`config.mk`:
```
export PLATFORM = sky130hd
export DESIGN_NAME = mfsk_modulator
export DESIGN_NICKNAME = d
export VERILOG_FILES = /design/src/rtl/mfsk_modulator.sv
export SDC_FILE = /design/constraint.sdc
export NUM_CORES = 1
export LEC_CHECK = 0
export ABC_AREA = 1
export CORE_AREA = 5 5 90 75
export DETAILED_ROUTE_END_ITERATION = 8
export DIE_AREA = 0 0 95 80
export GPL_ROUTABILITY_DRIVEN = 0
export MAX_ROUTING_LAYER = met4
export PLACE_DENSITY = 0.47
export RECOVER_POWER = 50
export SYNTH_ARGS = -nofsm -noshare
export SYNTH_HDL_FRONTEND = slang
export SYNTH_SLANG_ARGS = --single-unit
```
`constraint.sdc`:
```
create_clock -name clk -period 1.4 [get_ports clk]
set_clock_uncertainty 0.05 [all_clocks]
set_input_delay 0.14 -clock clk [delete_from_list [all_inputs] [get_ports clk]]
set_output_delay 0.14 -clock clk [all_outputs]
set_load 0.01 [all_outputs]
```
`src/rtl/mfsk_modulator.sv`:
```
// M-ary FSK square-wave modulator: serialises valid/ready words into BITS_PER_SYM-bit
// symbols and sends each as one of 2^BITS_PER_SYM phase-continuous tones for SYM_CYCLES cycles.
module mfsk_modulator #(
  parameter int DATA_W       = 8,
  parameter int BITS_PER_SYM = 2,
  parameter int SYM_CYCLES   = 400,
  parameter int BASE_LIMIT   = 99,
  parameter int STEP_LIMIT   = 25,
  parameter int CNT_W        = 10,
  parameter int MSB_FIRST    = 1,
  parameter int IDLE_MODE    = 0
) (
  input  logic                    clk,
  input  logic                    rst,
  input  logic                    s_valid,
  output logic                    s_ready,
  input  logic [DATA_W-1:0]       s_data,
  output logic                    fsk_out,
  output logic [BITS_PER_SYM-1:0] sym_idx,
  output logic                    sym_start,
  output logic                    busy
);

  localparam int BPS_SAFE = (BITS_PER_SYM > 0) ? BITS_PER_SYM : 1;
  localparam int M        = 2 ** BPS_SAFE;
  localparam int NSYM     = DATA_W / BPS_SAFE;
  localparam int SC_W     = (SYM_CYCLES > 2) ? $clog2(SYM_CYCLES) : 1;
  localparam int SL_W     = $clog2(NSYM + 1);

  generate
    if (BITS_PER_SYM < 1 || (DATA_W % BPS_SAFE) != 0) begin : g_bad_width
      $error("mfsk_modulator: DATA_W must be a non-zero multiple of BITS_PER_SYM");
    end
    if (SYM_CYCLES < 2) begin : g_bad_sym
      $error("mfsk_modulator: SYM_CYCLES must be at least 2");
    end
    if (BASE_LIMIT - (M - 1) * STEP_LIMIT < 1) begin : g_bad_limit
      $error("mfsk_modulator: highest tone limit must be at least 1");
    end
    if (BASE_LIMIT >= 2 ** CNT_W) begin : g_bad_cnt
      $error("mfsk_modulator: BASE_LIMIT does not fit in CNT_W bits");
    end
  endgenerate

  typedef enum logic {IDLE, SEND} state_t;

  state_t                  state_q, state_d;
  logic [SC_W-1:0]         sym_cnt;
  logic [SL_W-1:0]         sym_left;
  logic [DATA_W-1:0]       shreg;
  logic [CNT_W-1:0]        tone_cnt;
  logic [CNT_W-1:0]        limit_tab [M];
  logic [BITS_PER_SYM-1:0] load_sym, next_sym;
  logic [DATA_W-1:0]       load_rest, next_rest;
  logic                    last_cycle, sym_wrap, load, tone_active;

  // Per-tone half-period limits are fixed constants; only a mux remains at runtime.
  for (genvar k = 0; k < M; k++) begin : g_lim
    assign limit_tab[k] = CNT_W'(BASE_LIMIT - k * STEP_LIMIT);
  end

  if (MSB_FIRST != 0) begin : g_msb
    assign load_sym  = s_data[DATA_W-1 -: BITS_PER_SYM];
    assign load_rest = s_data << BITS_PER_SYM;
    assign next_sym  = shreg[DATA_W-1 -: BITS_PER_SYM];
    assign next_rest = shreg << BITS_PER_SYM;
  end else begin : g_lsb
    assign load_sym  = s_data[BITS_PER_SYM-1:0];
    assign load_rest = s_data >> BITS_PER_SYM;
    assign next_sym  = shreg[BITS_PER_SYM-1:0];
    assign next_rest = shreg >> BITS_PER_SYM;
  end

  assign sym_wrap    = (sym_cnt == SC_W'(SYM_CYCLES - 1));
  assign last_cycle  = sym_wrap && (sym_left == SL_W'(1));
  assign tone_active = (state_q == SEND) || (IDLE_MODE != 0);

  always_comb begin
    state_d   = state_q;
    s_ready   = 1'b0;
    busy      = 1'b0;
    sym_start = 1'b0;
    load      = 1'b0;
    case (state_q)
      IDLE: begin
        s_ready = 1'b1;
        if (s_valid) begin
          load    = 1'b1;
          state_d = SEND;
        end
      end
      SEND: begin
        busy      = 1'b1;
        sym_start = (sym_cnt == '0);
        if (last_cycle) begin
          s_ready = 1'b1;
          if (s_valid) load = 1'b1;
          else         state_d = IDLE;
        end
      end
      default: state_d = IDLE;
    endcase
  end

  // The shift register has zeros shifted in, so the final wrap leaves sym_idx at 0 for idle.
  always_ff @(posedge clk) begin
    if (rst) begin
      state_q  <= IDLE;
      sym_cnt  <= '0;
      sym_left <= '0;
      shreg    <= '0;
      sym_idx  <= '0;
    end else begin
      state_q <= state_d;
      if (load) begin
        sym_idx  <= load_sym;
        shreg    <= load_rest;
        sym_cnt  <= '0;
        sym_left <= SL_W'(NSYM);
      end else if (state_q == SEND) begin
        if (sym_wrap) begin
          sym_cnt  <= '0;
          sym_left <= sym_left - 1'b1;
          sym_idx  <= next_sym;
          shreg    <= next_rest;
        end else begin
          sym_cnt <= sym_cnt + 1'b1;
        end
      end
    end
  end

  // Counter and output are never cleared at symbol edges; >= lets a shorter limit take over cleanly.
  always_ff @(posedge clk) begin
    if (rst) begin
      tone_cnt <= '0;
      fsk_out  <= 1'b0;
    end else if (!tone_active) begin
      tone_cnt <= '0;
      fsk_out  <= 1'b0;
    end else if (tone_cnt >= limit_tab[sym_idx]) begin
      tone_cnt <= '0;
      fsk_out  <= ~fsk_out;
    end else begin
      tone_cnt <= tone_cnt + 1'b1;
    end
  end

endmodule

```
; ---- Word level (Yosys, flattened, before mapping)
; Cells that the tools add are included.
[totals]
reg_bits = 32
in_bits = 11
out_inout_bits = 6
[op_classes]
addsub = 3
n_lt_le_gt_ge = 2
eq_ne = 2
muxes = 22
bitwise_logic = 3
n_reduce_logical = 9
[op_table]
columns = cell, n
row1 = $mux 8, 3
row2 = $bmux 10 s2, 1
row3 = $mux 10, 2
row4 = $add 10x1->10 const B, 1
row5 = $ge 10x10->1, 1
row6 = $add 9x1->9 const B, 1
row7 = $eq 9x9->1 const B, 1
row8 = $logic_not 9->1, 1
row9 = $mux 3, 3
row10 = $mux 9, 1
row11 = $mux 1, 6
row12 = $mux 2, 3
row13 = $pmux 1 s2, 3
row14 = $reduce_and 2->1, 2
row15 = $reduce_bool 2->1, 2
row16 = $reduce_or 2->1, 2
row17 = $eq 3x1->1 const B, 1
row18 = $ge 3x3->1 const B, 1
row19 = $not 2->3, 1
row20 = $reduce_or 3->1, 1
row21 = $sub 3x1->3 const B, 1
row22 = $not 1->1, 2
row23 = $logic_and 1x1->1, 1

; ---- Longest topological paths before layout
[depth]
depth_word = 6
mapped_depth = 12
mapped_depth_nobuf = 12

; ---- Least setup slack after synthesis
; Ideal clock, no wire load.
[synth_path]
path_kind = reg2reg
start = register sym_idx[1]
end = register tone_cnt[0]
setup_ns = 0.066
arrival_ns = 1.442
path_slack_ns = -0.158
stages_incl_launch_ff = 12
n_path_buf = 0
cell_sequence = dfxtp_1 inv_1 ha_1 nand2_1 inv_1 nand2_1 nand2_1 nand2_1 nand3_1 nor2_1 nand2_1 nor2_1
[synth_via]
elab_chain_len = 6
[synth_rtl]
columns = element, line_no
row1 = from (decl), 19  ; output logic [BITS_PER_SYM-1:0] sym_idx,
row2 = from (signal assigned), 116  ; sym_idx <= load_sym;
row3 = from (signal assigned), 124  ; sym_idx <= next_sym;
row4 = $not 2->3 (implied by the code), 141  ; end else if (tone_cnt >= limit_tab[sym_idx]) begin
row5 = $bmux 10 s2, 141
row6 = $mux 10 (implied by the code) (2 in series), 141
row7 = $ge 10x10->1, 141
row8 = $reduce_or 3->1 (no line), n/a
row9 = to (signal assigned), 145  ; tone_cnt <= tone_cnt + 1'b1;
row10 = to (decl), 51  ; logic [CNT_W-1:0] tone_cnt;
; Every way passes these cells. The select of a mux whose other input is x is not followed.
; A chain may end at the register's enable or synchronous reset.

; ---- Final worst setup path
[layout_path]
start = register sym_cnt[0]
end = register sym_cnt[5]
[layout_via]
elab_chain_len = 5
elab_cells_between_ends = 7
cone_classes = add/sub (1) / eq/ne (1) / mux (3) / reduce/logical (2)
[layout_rtl]
columns = element, line_no
row1 = from (decl), 48  ; logic [SC_W-1:0] sym_cnt;
row2 = from (signal assigned), 127  ; sym_cnt <= sym_cnt + 1'b1;
row3 = $eq 9x9->1, 74  ; assign sym_wrap = (sym_cnt == SC_W'(SYM_CYCLES - 1));
row4 = $logic_and 1x1->1, 75  ; assign last_cycle = sym_wrap && (sym_left == SL_W'(1));
row5 = $mux 1, 95  ; if (last_cycle) begin
row6 = $pmux 1 s2, 84  ; case (state_q)
row7 = $reduce_or 2->1 (no line), n/a
; Several ways; a longest one is shown, not always the timed one.

==> flow_results.org <==
** Route
- The final layout contains routed wiring with a total length of roughly 4700 microns.
- After detailed routing, the average wire length per cell comes to 11.1 microns.
- DRT iter0 DRCs :: 53
- Remaining routing DRC violations :: 0
- Once detail routing completed, the nets flagged for antenna violations numbered 0.
- The detailed router placed 1800 vias in this run.
- Before antenna repair, the detailed router went through 4 iterations.
- After detailed routing, the number of vias per cell comes to between 4 and 5.

** Cells and area
- The top cell types in the final layout, fill and taps aside, are buf_4, nand2_1, nor2_1, inv_1, dfxtp_1.
- Number of antenna cells inserted :: 0
- Compared with the post-synthesis result, the final layout area differs by 61.9%.
- Fin util :: between 50% and 60%
- Summing all non-filler instances in the final layout gives an area of between 2000 and 3000 sq um.
- Most common cell after layout, fill and taps aside :: buf_4
- Ratio of cells with drive above 1 in the final layout :: a little over two fifths
- The finished layout holds roughly 420 standard cells, fillers aside.
- Nets :: ~360

** Clocking
- After clock tree synthesis, the clock-pin slew on the worst setup and hold paths is approximately 70 ps.
- Sink Count :: 32
- CTS tree :: built
- Clock latency on the worst-skew pair, taken at its later pin, is between 200 and 300 ps.
- The clock tree synthesis step divided the H-tree into 2 levels.
- Clk buf depth :: 2
- Clk Tree Root Cell :: clkbuf_8
- Buffers inserted to repair hold after CTS numbered 0.
- In this run, CTS created clock tree buffers numbering 5.

** Worst hold path
- End point of the most critical hold path :: shreg[3]$_SDFFE_PP0P_
- Min-delay worst type :: in -> reg
- Hold-critical path depth :: 3
- Hold Startpoint :: s_data[1]

** Worst setup path
- The startpoint identified for the worst register-to-register timing path is sym_cnt[0]$_SDFFE_PP0P_.
- R2R depth :: 10
- The worst setup path is launched from a flop.
- Along the worst path, the maximum fanout reaches 5.
- STA classifies the critical path endpoint as a flop.
- Worst reg-to-reg setup slack :: -110 ps
- Setup Crit Path Kind :: reg -> reg
- Worst reg2reg endpoint :: sym_cnt[5]$_SDFFE_PP0P_
- Data arrival time of the critical path :: 1630 ps
- At the worst endpoint, the required time is ~1500 ps.

** Yosys
- Area share of fa/ha/maj cells after synthesis :: under 10%
- Part of the Yosys area used for sequential elements :: a little over a third
- Post-synthesis area per instance :: roughly 6.9 sq um
- Share of cell area taken by muxes after synthesis :: 0%
- After synthesis, the largest area contributor takes up about a third of total cell area.
- In this run, synthesis produced a sequential element count of 32.
- Simple-gate area share of the yosys netlist :: 35.4%
- In this run the cell area of the synthesized design comes to between 1500 and 2000 sq um.
- In the post-synthesis netlist, the biggest area contributors are dfxtp_1, nand2_1, nor2_1.
- The cell count after synthesis came out at 266.
- After synthesis, the largest family of logic cells by area is simple AND/OR/NAND/NOR gates.
- Number of warnings printed during yosys synthesis :: 0
- Post-synth cell types :: 28
- Compound-cell area share of the yosys netlist :: about 6.3%
- Xor/xnor cell area share of the yosys netlist :: about 4.3%
- The biggest area contributor in the post-synthesis netlist is dfxtp_1.

** Floorplan
- Num ports :: 17
- Die Span X :: about 95 microns
- Std cell rows :: 25
- Effective utilization at floorplan :: 31.7%
- The floorplan step set the die height to 80 microns.
- Full die area :: approximately 7600 sq um
- The core region is about 5800 sq um.

** Global route
- Remaining global-route overflow :: 0
- The first global-routing pass estimated roughly 7500 microns of wire.
- Maximum number of pins on one net before global-route repair :: 15
- Global routing consumed, over all layers together, 13.2% of the routing resources.
- The number of global-route vias before repair is approximately 1700.
- Antenna violations before repair :: 0

** Outcome
- Outcome :: finished, violations left
- The checks that failed: negative setup slack.

** Placed design
- In this run the tool buffered the top-level ports with 16 buffer cells.
- Once placement completed, the tool counted placed cells totaling 406.
- Post-placement cell area :: between 2000 and 2500 sq um
- HPWL after DPL :: between 3000 and 4000 microns

** STA
- RSZ-0062 raised after global routing :: true
- Fin Hold WS :: 410 ps
- Final count of hold timing violations :: 0
- In the finished design, the share of the clock period the worst path needs comes to 108%.
- Timing would allow up to ~660 MHz.
- The smallest clock period supported by the final layout is computed as around 1500 ps.
- Final setup vio count :: 29
- Slew Limit Fails :: 0
- For the final routed database, the setup TNS stands at -1690 ps.
- After layout, the worst setup slack is -110 ps.

** Pwr
- Max VDD drop :: between 0.0005 and 0.0006 V
- Static leakage :: 1.27 nW
- In this run the power density over the cells is 701 nW/um^2.

** Run
- Number of max-cap violations :: 0
## critical path, stage by stage, from the launching register on
cell and delay (ps):
dfxtp_4 370, ha_4 150, nand2_4 50, nor2_4 110, nand3_2 110, nand2_4 90, buf_6 140, nand2_8 60
nand2_4 80, buf_6 130, nor3b_2 40
## cell type report
type | instances | area, sq um
Clock buffer | 8 | 90.1
Fill cell | 565 | 2800
Inverter | 41 | 159
Multi-Input combinational cell | 188 | 1330
Sequential cell | 32 | 661
Tap cell | 81 | 101
Timing Repair Buffer | 71 | 619
## cells by family (layout without fill, tap and decap cells)
| family | after synthesis | count (layout) |
|---|---|---|
| buffers and inverters | 47 | 120 |
| flip-flops | 32 | 32 |
| AO/OA/AOI/OAI | 23 | 23 |
| adder cells (fa/ha/maj) | 11 | 11 |
| AND/OR/NAND/NOR | 143 | 143 |
| XOR/XNOR | 9 | 9 |
| other | 1 | 2 |
## metrics by stage
stage	setup WS, ps	power [W]
after global routing	-193	0.00219
final	-110	0.00207
after global placement	-203	0.00127
after CTS	-103	0.00206
after detailed placement	-217	0.00127
after floorplan	-61.4	0.00114
## state kept, by name, summed over array words and instances, names as in the netlist
name / cells
tone_cnt: 10
sym_cnt: 9
shreg: 6
sym_left: 3
sym_idx: 2
fsk_out: 1
state_q: 1
## metal layers
metal  GRT usage [%]  up-vias  part of all wire [%]
li1                -      980                     -
met1            17.2      797                    51
met2            19.8       21                    45
met3            3.58        2                   4.0
met4            4.03        0                  0.45
met5               -        -                     0
## where the power goes
group / leakage (nW) / internal [W] / total, W / switching [W]
logic: 0.961 / 0.000182 / 0.000371 / 0.000189
clock network: 0.0455 / 0.000401 / 0.000741 / 0.000340
registers: 0.266 / 0.000937 / 0.000961 / 0.0000239
total: 1.27 / 0.00152 / 0.00207 / 0.000553
## what timing repair did
item | CTS | global route
pin swaps | 23 | 38
buffers inserted | 2 | 6
endpoints found under the setup margin | 33 | 31
resized for setup | 58 | 55
## cells in the mapped netlist
cell type and instances:
nand2_1 53, nor2_1 44, inv_1 38, dfxtp_1 32, nand3_1 24, a21oi_1 16, ha_1 11, nor3_1 8
o21ai_0 5, xor2_1 5, xnor2_1 4, buf_6 3, buf_2 2, inv_2 2, nand2_2 2, nand3_2 2
nand4_1 2, nor2_2 2, o21ai_1 2, clkbuf_1 1, conb_1 1, inv_4 1, nand2_4 1, nor2_4 1
nor3_4 1, nor3b_2 1, nor4_1 1, or2_1 1
## how the worst max path moves through the flow
stage | slack [ps] | endpoint | cells after the start | start
floorplan | -60 | tone_cnt[0]$_SDFF_PP0_ | 11 | sym_idx[0]$_SDFFE_PP0P_
global placement | -200 | sym_start | 5 | sym_cnt[0]$_SDFFE_PP0P_
detailed placement | -220 | s_ready | 6 | sym_cnt[1]$_SDFFE_PP0P_
CTS | -100 | tone_cnt[2]$_SDFF_PP0_ | 9 | sym_idx[0]$_SDFFE_PP0P_
global route | -190 | shreg[5]$_SDFFE_PP0P_ | 11 | sym_cnt[0]$_SDFFE_PP0P_
finish | -110 | sym_cnt[5]$_SDFFE_PP0P_ | 10 | sym_cnt[0]$_SDFFE_PP0P_
Note: power is estimated with default switching activity, not from simulation.
